File: src/rtl/ace_clock_reset_gen.sv
`default_nettype none
// ============================================================================
// Module      : ace_clock_reset_gen
// Description : Single-clock timing and reset generator for the Jupiter ACE.
//               One master clock drives everything; the scandoubler, video
//               and CPU run from single-cycle clock enables derived from it.
//               Includes a switchable turbo CPU rate, a CPU wait-state
//               input and a debounced multi-source power-on reset sequencer.
//
// Ports       :
//   clk          in   master clock (the only clock in the block)
//   reset        in   synchronous active-high master reset
//   rst_req_n    in   [NUM_RST_SRC] active-low reset requests, async to clk
//   turbo        in   turbo CPU rate request, async level
//   cpu_wait     in   synchronous stall, suppresses ce_cpu while high
//   ce_vga       out  enable at twice the pixel rate (scandoubler)
//   ce_pix       out  pixel / video enable
//   ce_cpu       out  CPU enable
//   sys_reset    out  active-high system reset
//   core_reset_n out  active-low copy of sys_reset
//   turbo_active out  1 = turbo CPU divider currently in use
//
// Revision    : 1.0 - initial release
// ============================================================================
module ace_clock_reset_gen #(
    parameter int PIX_DIV        = 4,   // master clocks per pixel enable, even, >= 2
    parameter int CPU_DIV_NORMAL = 2,   // pixel enables per CPU enable, normal rate
    parameter int CPU_DIV_TURBO  = 1,   // pixel enables per CPU enable, turbo rate
    parameter int POR_CYCLES     = 8,   // pixel enables of reset after causes clear
    parameter int NUM_RST_SRC    = 2,   // number of external reset requests
    parameter int DEB_CYCLES     = 16   // clk cycles a request must persist
) (
    input  logic                   clk,
    input  logic                   reset,
    input  logic [NUM_RST_SRC-1:0] rst_req_n,
    input  logic                   turbo,
    input  logic                   cpu_wait,
    output logic                   ce_vga,
    output logic                   ce_pix,
    output logic                   ce_cpu,
    output logic                   sys_reset,
    output logic                   core_reset_n,
    output logic                   turbo_active
);

    // ------------------------------------------------------------------------
    // Constants
    // ------------------------------------------------------------------------
    localparam int c_DIV_W = (PIX_DIV > 2) ? $clog2(PIX_DIV) : 1;
    localparam int c_CPU_W = $clog2(CPU_DIV_NORMAL + 1);
    localparam int c_POR_W = $clog2(POR_CYCLES + 1);
    localparam int c_DEB_W = $clog2(DEB_CYCLES + 1);

    localparam logic [c_DIV_W-1:0] c_DIV_LAST  = c_DIV_W'(PIX_DIV - 1);
    localparam logic [c_DIV_W-1:0] c_HALF_LAST = c_DIV_W'(PIX_DIV / 2 - 1);
    localparam logic [c_CPU_W-1:0] c_CPU_LAST_NORMAL = c_CPU_W'(CPU_DIV_NORMAL - 1);
    localparam logic [c_CPU_W-1:0] c_CPU_LAST_TURBO  = c_CPU_W'(CPU_DIV_TURBO - 1);
    localparam logic [c_POR_W-1:0] c_POR_DONE = c_POR_W'(POR_CYCLES);
    localparam logic [c_DEB_W-1:0] c_DEB_DONE = c_DEB_W'(DEB_CYCLES);

    // ------------------------------------------------------------------------
    // Registers
    // ------------------------------------------------------------------------
    logic [c_DIV_W-1:0]     r_div_cnt;
    logic [c_CPU_W-1:0]     r_cpu_cnt;
    logic [c_POR_W-1:0]     r_por_cnt;
    logic [c_DEB_W-1:0]     r_deb_cnt;
    logic                   r_turbo_meta;
    logic                   r_turbo_sync;
    logic                   r_turbo_active;
    // Request synchronisers hold the inverted (active-high) request so that
    // their reset value of 0 means "no request pending".
    logic [NUM_RST_SRC-1:0] r_req_meta;
    logic [NUM_RST_SRC-1:0] r_req_sync;

    // ------------------------------------------------------------------------
    // Combinational decode
    // ------------------------------------------------------------------------
    logic                   w_ce_pix;
    logic                   w_ce_vga;
    logic                   w_ce_cpu;
    logic [c_CPU_W-1:0]     w_cpu_last;
    logic                   w_cpu_at_last;
    logic                   w_any_req;
    logic                   w_req_active;
    logic                   w_sys_reset;

    // div_cnt spans 0..2H-1 with H = PIX_DIV/2, so "div_cnt mod H == H-1"
    // reduces to two equality compares and needs no divider.
    assign w_ce_pix = (r_div_cnt == c_DIV_LAST);
    assign w_ce_vga = (r_div_cnt == c_HALF_LAST) || (r_div_cnt == c_DIV_LAST);

    assign w_cpu_last    = r_turbo_active ? c_CPU_LAST_TURBO : c_CPU_LAST_NORMAL;
    assign w_cpu_at_last = (r_cpu_cnt == w_cpu_last);
    assign w_ce_cpu      = w_ce_pix && w_cpu_at_last && !cpu_wait;

    assign w_any_req    = |r_req_sync;
    assign w_req_active = (r_deb_cnt == c_DEB_DONE);
    assign w_sys_reset  = (r_por_cnt != c_POR_DONE) || w_req_active;

    // ------------------------------------------------------------------------
    // Master divider: pixel and scandoubler enables
    // ------------------------------------------------------------------------
    always_ff @(posedge clk) begin
        if (reset) begin
            r_div_cnt <= '0;
        end else if (w_ce_pix) begin
            r_div_cnt <= '0;
        end else begin
            r_div_cnt <= r_div_cnt + 1'b1;
        end
    end

    // ------------------------------------------------------------------------
    // Turbo request synchroniser
    // ------------------------------------------------------------------------
    always_ff @(posedge clk) begin
        if (reset) begin
            r_turbo_meta <= 1'b0;
            r_turbo_sync <= 1'b0;
        end else begin
            r_turbo_meta <= turbo;
            r_turbo_sync <= r_turbo_meta;
        end
    end

    // ------------------------------------------------------------------------
    // CPU divider
    // The active divisor only changes on a ce_cpu, where the counter also
    // restarts, so every CPU cycle is a whole number of pixel periods at a
    // single rate. While stalled the counter parks on its last value so the
    // enable is released on the first pixel enable after the stall ends.
    // ------------------------------------------------------------------------
    always_ff @(posedge clk) begin
        if (reset) begin
            r_cpu_cnt      <= '0;
            r_turbo_active <= 1'b0;
        end else if (w_ce_cpu) begin
            r_cpu_cnt      <= '0;
            r_turbo_active <= r_turbo_sync;
        end else if (w_ce_pix && !w_cpu_at_last) begin
            r_cpu_cnt      <= r_cpu_cnt + 1'b1;
        end
    end

    // ------------------------------------------------------------------------
    // Reset request synchronisers and debounce
    // ------------------------------------------------------------------------
    always_ff @(posedge clk) begin
        if (reset) begin
            r_req_meta <= '0;
            r_req_sync <= '0;
        end else begin
            r_req_meta <= ~rst_req_n;
            r_req_sync <= r_req_meta;
        end
    end

    always_ff @(posedge clk) begin
        if (reset) begin
            r_deb_cnt <= '0;
        end else if (!w_any_req) begin
            r_deb_cnt <= '0;
        end else if (!w_req_active) begin
            r_deb_cnt <= r_deb_cnt + 1'b1;
        end
    end

    // ------------------------------------------------------------------------
    // Power-on / post-request reset stretch, timed in pixel enables.
    // Held at zero while a debounced request is active so that the full
    // stretch is applied after the last cause clears.
    // ------------------------------------------------------------------------
    always_ff @(posedge clk) begin
        if (reset) begin
            r_por_cnt <= '0;
        end else if (w_req_active) begin
            r_por_cnt <= '0;
        end else if (w_ce_pix && (r_por_cnt != c_POR_DONE)) begin
            r_por_cnt <= r_por_cnt + 1'b1;
        end
    end

    // ------------------------------------------------------------------------
    // Outputs. Enables are masked during master reset so that divider phases
    // which decode high at count 0 do not leak out while reset is held.
    // ------------------------------------------------------------------------
    assign ce_pix       = w_ce_pix && !reset;
    assign ce_vga       = w_ce_vga && !reset;
    assign ce_cpu       = w_ce_cpu && !reset;
    assign sys_reset    = w_sys_reset;
    assign core_reset_n = !w_sys_reset;
    assign turbo_active = r_turbo_active;

endmodule
`default_nettype wire

File: config.mk
export PLATFORM = sky130hd
export DESIGN_NAME = ace_clock_reset_gen
export DESIGN_NICKNAME = d
export VERILOG_FILES = /design/src/rtl/ace_clock_reset_gen.sv
export SDC_FILE = /design/constraint.sdc
export NUM_CORES = 1
export LEC_CHECK = 0
export CAP_MARGIN = 25
export CORE_MARGIN = 3
export CORE_UTILIZATION = 46
export DETAILED_ROUTE_END_ITERATION = 8
export PLACE_DENSITY = 0.69
export RECOVER_POWER = 100
export SETUP_SLACK_MARGIN = 0.05
export SYNTH_ARGS = -nofsm -noshare
export SYNTH_HDL_FRONTEND = slang
export SYNTH_SLANG_ARGS = --single-unit
export TNS_END_PERCENT = 1
File: constraint.sdc
create_clock -name clk -period 1.3 [get_ports clk]
set_input_delay 0.325 -clock clk [delete_from_list [all_inputs] [get_ports clk]]
set_output_delay 0.325 -clock clk [all_outputs]
set_load 0.02 [all_outputs]
==> flow_summary.json <==
{
  "layout_setup_ws_ps": -466,
  "hold_class": "reg -> reg",
  "crit_path_top_delay_cell": "or3b_4",
  "p_total_w": 0.00109,
  "tightestPinTransition_ps": 326,
  "vias": 750,
  "crit_path_cell_trace": "ha_4, or3b_4, nor3_4, buf_6",
  "hold_path_depth": 1,
  "row_count": 15,
  "violations": "setup timing",
  "hp-start": "r_req_meta[0]",
  "worst_hold_path.endpoint": "r_req_sync[0]",
  "die-width_microns": 49.4,
  "final_util_pct": 72.3,
  "cts_tree": "built",
  "rr_endpoint": "r_deb_cnt[2]",
  "ff2ff_path_depth": 6,
  "critPathKind": "reg -> out",
  "rsz0062_at_grt": "true",
  "crit_cells": 4,
  "insertion_delay_ps": 300,
  "overflow": 0,
  "grt_max_degree": 12,
  "synth.distinct_cells": 27,
  "die_h_microns": 49.4,
  "ir_drop_v": 0.000648,
  "grt_pass1_wl_microns": 3080,
  "port-buffer-count": 11,
  "min_period_over_period_pct": 136,
  "synthToLayoutAreaGrowth_pct": 45.6,
  "ys_seq_area_share_pct": 46.2,
  "syn_area_per_cell_sq_um": 9.13,
  "yosys.area.top_type_share_pct": 46.2,
  "drive_gt1_share_pct": 39.5,
  "cts_buffers": 3,
  "leakagePower_nw": 0.510,
  "drv_slew": 0,
  "ctsHtreeMaxLevel": 1,
  "netlist_area_sq_um": 867,
  "dp_hpwl_microns": 1340,
  "rrSetupSlack_ps": -130,
  "clk_pin_slew_worst_paths_ps": 100,
  "synth_warnings": 0,
  "skew_ps": 2.47,
  "maxCapViolCount": 0,
  "post_drt_via_cell_ratio": 4.87,
  "cts_buffer_depth": 2,
  "fin_nets": 143,
  "antennaDiodeCount": 0,
  "fin_crit_ps": 1770,
  "ys_async_sr_fraction_pct": 0,
  "p_per_area_mw_per_mm2": 860,
  "track_usage_pct": 16.3,
  "start_util_pct": 49.7,
  "synth-edff-count": 0,
  "drtAntennaViolNets": 0,
  "cts_sinks": 20,
  "setup_viol": 12,
  "final_cell_mix": "buf_4 (23), dfxtp_1 (16), nor2_1 (10)",
  "max_freq_mhz": 566,
  "wirelength_microns": 1760,
  "critPathTopFamily": "simple AND/OR/NAND/NOR gates",
  "drt_first_pass_iters": 4,
  "nFillCells": 149,
  "io_pins": 12,
  "critPathArrivalTime_ps": 1440,
  "cp_max_fo": 2,
  "synthTopCellsByArea": "dfxtp_1 (46%), ha_1 (8.7%), nor2_1 (4.8%)",
  "yosys.area.top_type": "dfxtp_1",
  "final_common_cell": "buf_4",
  "worst_setup_path_end_kind": "output pin",
  "cpPeakStageDelay_ps": 390,
  "synth.ff_latch_count": 20,
  "worst-path-buf-inv": 1,
  "synthCells": 95,
  "wire_per_inst_microns": 11.4,
  "synth_nets": 107,
  "synth_flop_cell": "dfxtp_1",
  "grt_pass1_vias": 727,
  "status": "complete, but fails checks",
  "antenna_found_initial": 0,
  "whs_ps": 464,
  "worstPathRequired_ps": 980,
  "clockRootBuffer": "clkbuf_4",
  "first_iter_violations": 5,
  "start_kind": "register",
  "die_area_sq_mm": 0.00244,
  "startpoint": "r_div_cnt[1]",
  "hold_viol_final": 0,
  "core_sq_mm": 0.00175,
  "drc": 0,
  "globalplace.congestion": 0.807,
  "slew_headroom_pct": 78.3,
  "rr_startpoint": "r_deb_cnt[0]"
}
-- flip-flops by register name (all words and copies together), names as in the netlist --
name	count
r_deb_cnt	5
r_por_cnt	4
r_cpu_cnt	2
r_div_cnt	2
r_req_meta	2
r_req_sync	2
r_turbo_meta	1
r_turbo_sync	1
turbo_active	1
-- area by class of cell --
| cell class | count | area [sq um] | share of cell area, % |
|---|---|---|---|
| multi-input combinational | 64 | 490 | 38.9 |
| sequential | 20 | 405 | 32.1 |
| timing repair buffer | 34 | 283 | 22.4 |
| tap | 25 | 31.3 | 2.48 |
| inverter | 8 | 30.0 | 2.38 |
| clock buffer | 3 | 22.5 | 1.78 |
-- how the worst max path moves through the flow --
stage / to / slack, ps
2_1_floorplan: ce_cpu / -80
3_3_place_gp: ce_cpu / -870
3_5_place_dp: ce_cpu / -900
4_1_cts: ce_cpu / -480
5_1_grt: ce_cpu / -530
6_report: ce_cpu / -470
-- routing by layer --
layer | vias up | track usage, % | routed length, microns
li1 | 386 | - | -
met1 | 346 | 19.4 | 795
met2 | 14 | 27.9 | 885
met3 | 4 | 2.75 | 56
met4 | 0 | 8.29 | 25
met5 | - | 0 | 0
-- cell usage after synthesis (2+ instances only) --
cell	number
o21ai_0	4
inv_1	8
nand2_1	5
ha_1	6
xor2_1	3
nand4_1	2
xnor2_1	3
a21oi_1	6
dfxtp_1	20
nor2b_1	4
nor3_1	5
nand3_1	4
nor2_1	11
-- logic make-up after synthesis --
family,synth area share (%)
buffers and inverters,5.77
xor gates and xnor gates,6.06
and+or+nand+nor,25.3
muxes,1.15
AOI/OAI and AO/OA,6.93
DFF,46.2
adders and majority gates,8.66
-- where the power goes --
group | switching [W] | internal (W)
logic | 0.0000718 | 0.0000778
registers | 0.0000141 | 0.000638
clock network | 0.000176 | 0.000108
total | 0.000261 | 0.000824
-- repair_timing --
action | in CTS | in global routing
pin swaps | 2 | 3
setup endpoints to repair | 17 | 15
hold buffers | 0 | 0
resized for setup | 41 | 9
buffers inserted | 0 | 0
-- worst reg2reg max path, delay by kind of cell (launching register included) --
| family | cells | cell delay (ps) |
|---|---|---|
| flip-flops | 1 | 360 |
| AND/OR/NAND/NOR | 3 | 640 |
| buffers and inverters | 2 | 200 |
| adder cells (fa/ha/maj) | 1 | 150 |
-- through the flow --
stage	cell area (sq um)	instances	TNS [ps]	setup WS [ps]
after floorplan	903	95	-274	-79.7
after global placement	1200	151	-7310	-874
after detailed placement	1200	151	-7640	-903
after CTS	1230	154	-2120	-477
after global routing	1260	154	-3160	-533
final	1260	154	-2240	-466
(Power assumes the default switching activity.)
==> edit, RTL diff (config.mk and constraints unchanged) <==
`PIX_DIV`: 4 -> 8.
--- a/src/rtl/ace_clock_reset_gen.sv
+++ b/src/rtl/ace_clock_reset_gen.sv
@@ -24,5 +24,5 @@
 // ============================================================================
 module ace_clock_reset_gen #(
-    parameter int PIX_DIV        = 4,   // master clocks per pixel enable, even, >= 2
+    parameter int PIX_DIV        = 8,   // master clocks per pixel enable, even, >= 2
     parameter int CPU_DIV_NORMAL = 2,   // pixel enables per CPU enable, normal rate
     parameter int CPU_DIV_TURBO  = 1,   // pixel enables per CPU enable, turbo rate
Behaviour: not the same (Yosys sat finds a counterexample within 4 cycles, from zero or initial values and one cycle with reset high).
==> edit against the unedited design <==
  * The run still ends with negative setup slack left
  * Critical endpoint unchanged
  * Count of clock-buffer cells in the layout grew 1
  * Sequential cell count increased by 1
  * Area after synthesis grew 5.5%
  * Total power is 2.1% lower
  * Routed wire length fell by 5.4%
  * Via count grew 0.13%
  * Highest routed layer unchanged
  * Sequential share of layout area increased by 0.39 points
  * Setup slack worse by 120 ps
  * Design area rose by 3.7%
  * Die area is 4.8% higher
  * Clock skew up 7.3 ps
==> edit: results (changes against the unedited design) <==
----------------------------------------------------
[Logic synthesis]
  Sequential-to-total area share from yosys stat ... 45.96% (-0.21 points)
  Synth Instances ... 98 (+3.2%)
  Post-Syn Nets ... 111 (+3.7%)
  Top area cells in the synthesized netlist ... sky130_fd_sc_hd__dfxtp_1 (46%), sky130_fd_sc_hd__ha_1 (9.6%), sky130_fd_sc_hd__nor2_1 (4.9%)

[Worst setup path]
  Reg-to-reg startpoint ... r_div_cnt[1]
  Arr. time, crit path ... 1560 ps (+120 ps)

[Finish]
  Layout-stage area growth over the synthesis result ... 43.09%
  Final non-filler cell total ... 158 (+2.6%)
  Number of fill cells in the layout ... 150 (+0.67%)
  Share of cells above drive strength 1 ... 39.10% (-0.44 points)
  Top flop regs ... r_deb_cnt (5), r_por_cnt (4), r_div_cnt (3)
  Nets ... 147 (+2.8%)

[Power and ir drop]
  Worst VDD drop ... 0.8305 mV (+28%)
  Leakage power total ... 0.5173 nW (+1.4%)
  Total internal power ... 0.0008348 W (+1.3%)

[Global route]
  Via count of the first global-routing pass ... 715 (-1.7%)
  Largest net degree at the start of global routing ... 13 (+1)
  Global Route Usage Sum ... 14.73% (-1.5 points)

[STA]
  Slew at the pin with the worst max-slew slack ... 293.7 ps (-32.34 ps)
  Final setup margin ... -586.1 ps (-119.8 ps)
  Final-report setup violation count ... 12 (unchanged)

[Drt]
  Vias ... 751 (+0.13%)
  Final routed wire length divided by cell count ... 10.54 µm (-7.8%)

[Outcome]
  Status ... finished, violations left
  Violated checks ... negative setup slack

[Placed design]
  Placed wire-length estimate after detailed placement ... 1321 µm (-1.2%)

----------------------------------------------------
## edit: worst min-delay path by stage
stage | cells after the start | startpoint | slack (ps) | end
after floorplan | 1 | reset | 400 | r_req_sync[0]
after global placement | 1 | r_div_cnt[0] | 420 | r_div_cnt[0]
after detailed placement | 1 | r_turbo_meta | 420 | r_turbo_sync
after CTS | 1 | r_div_cnt[0] | 440 | r_div_cnt[0]
after global routing | 1 | r_div_cnt[0] | 450 | r_div_cnt[0]
final | 1 | r_div_cnt[0] | 440 | r_div_cnt[0]
## edit: timing repair
| action | in CTS | in global routing |
|---|---|---|
| gates resized for setup | 42 | 7 |
| cloned | 0 | 0 |
| hold buffers | 0 | 0 |
| setup buffers | 0 | 0 |
| pin swaps | 8 | 2 |
| endpoints found under the setup margin | 17 | 18 |
## edit: power by group through the flow
| stage | Combinational, W | Clock [W] | Sequential (W) |
|---|---|---|---|
| final | 0.0000898 | 0.000299 | 0.000675 |
| after global placement | 0.0000826 | 0 | 0.000688 |
| after global routing | 0.000104 | 0.000340 | 0.000677 |
| after CTS | 0.0000913 | 0.000310 | 0.000675 |
| after detailed placement | 0.0000873 | 0 | 0.000689 |
| after floorplan | 0.0000462 | 0 | 0.000687 |
## edit: worst max-delay path: stages (launching register included)
cell	delay, ps
sky130_fd_sc_hd__dfxtp_2	360
sky130_fd_sc_hd__ha_4	150
sky130_fd_sc_hd__ha_4	120
sky130_fd_sc_hd__or3b_4	380
sky130_fd_sc_hd__nor3_4	130
sky130_fd_sc_hd__buf_6	140
## edit: area by class of cell
class / instances / area share (%)
clock buffers: 4 / 2.008
inverters: 7 / 2.008
multi-input cells: 67 / 39.77
flip-flops and latches: 21 / 32.50
well taps: 25 / 2.390
repair buffers: 34 / 21.32
## edit: cells by family (layout without fill, tap and decap cells)
| family | after synthesis | count (layout) | synth area share [%] |
|---|---|---|---|
| AOI/OAI and AO/OA | 11 | 11 | 6.019 |
| muxes | 1 | 1 | 1.094 |
| and+or+nand+nor | 42 | 42 | 26.27 |
| xor gates and xnor gates | 6 | 6 | 5.747 |
| adders and majority gates | 7 | 7 | 9.575 |
| buffers and inverters | 10 | 45 | 5.336 |
| DFF | 21 | 21 | 45.96 |
## edit: per-stage QoR
stage          setup TNS [ps]  util (%)
6_report                -2346     72.64
5_1_grt                 -3565     72.64
2_1_floorplan          -725.0         -
3_5_place_dp            -5877     69.38
4_1_cts                 -2457     71.88
3_3_place_gp            -5534     69.38
## edit: routing by layer
layer,global-route usage (%),up-vias,routed length [µm]
met4,4.036,0,16
met5,0,-,0
met3,1.780,2,58
met1,18.52,343,752
li1,-,394,-
met2,26.30,12,839
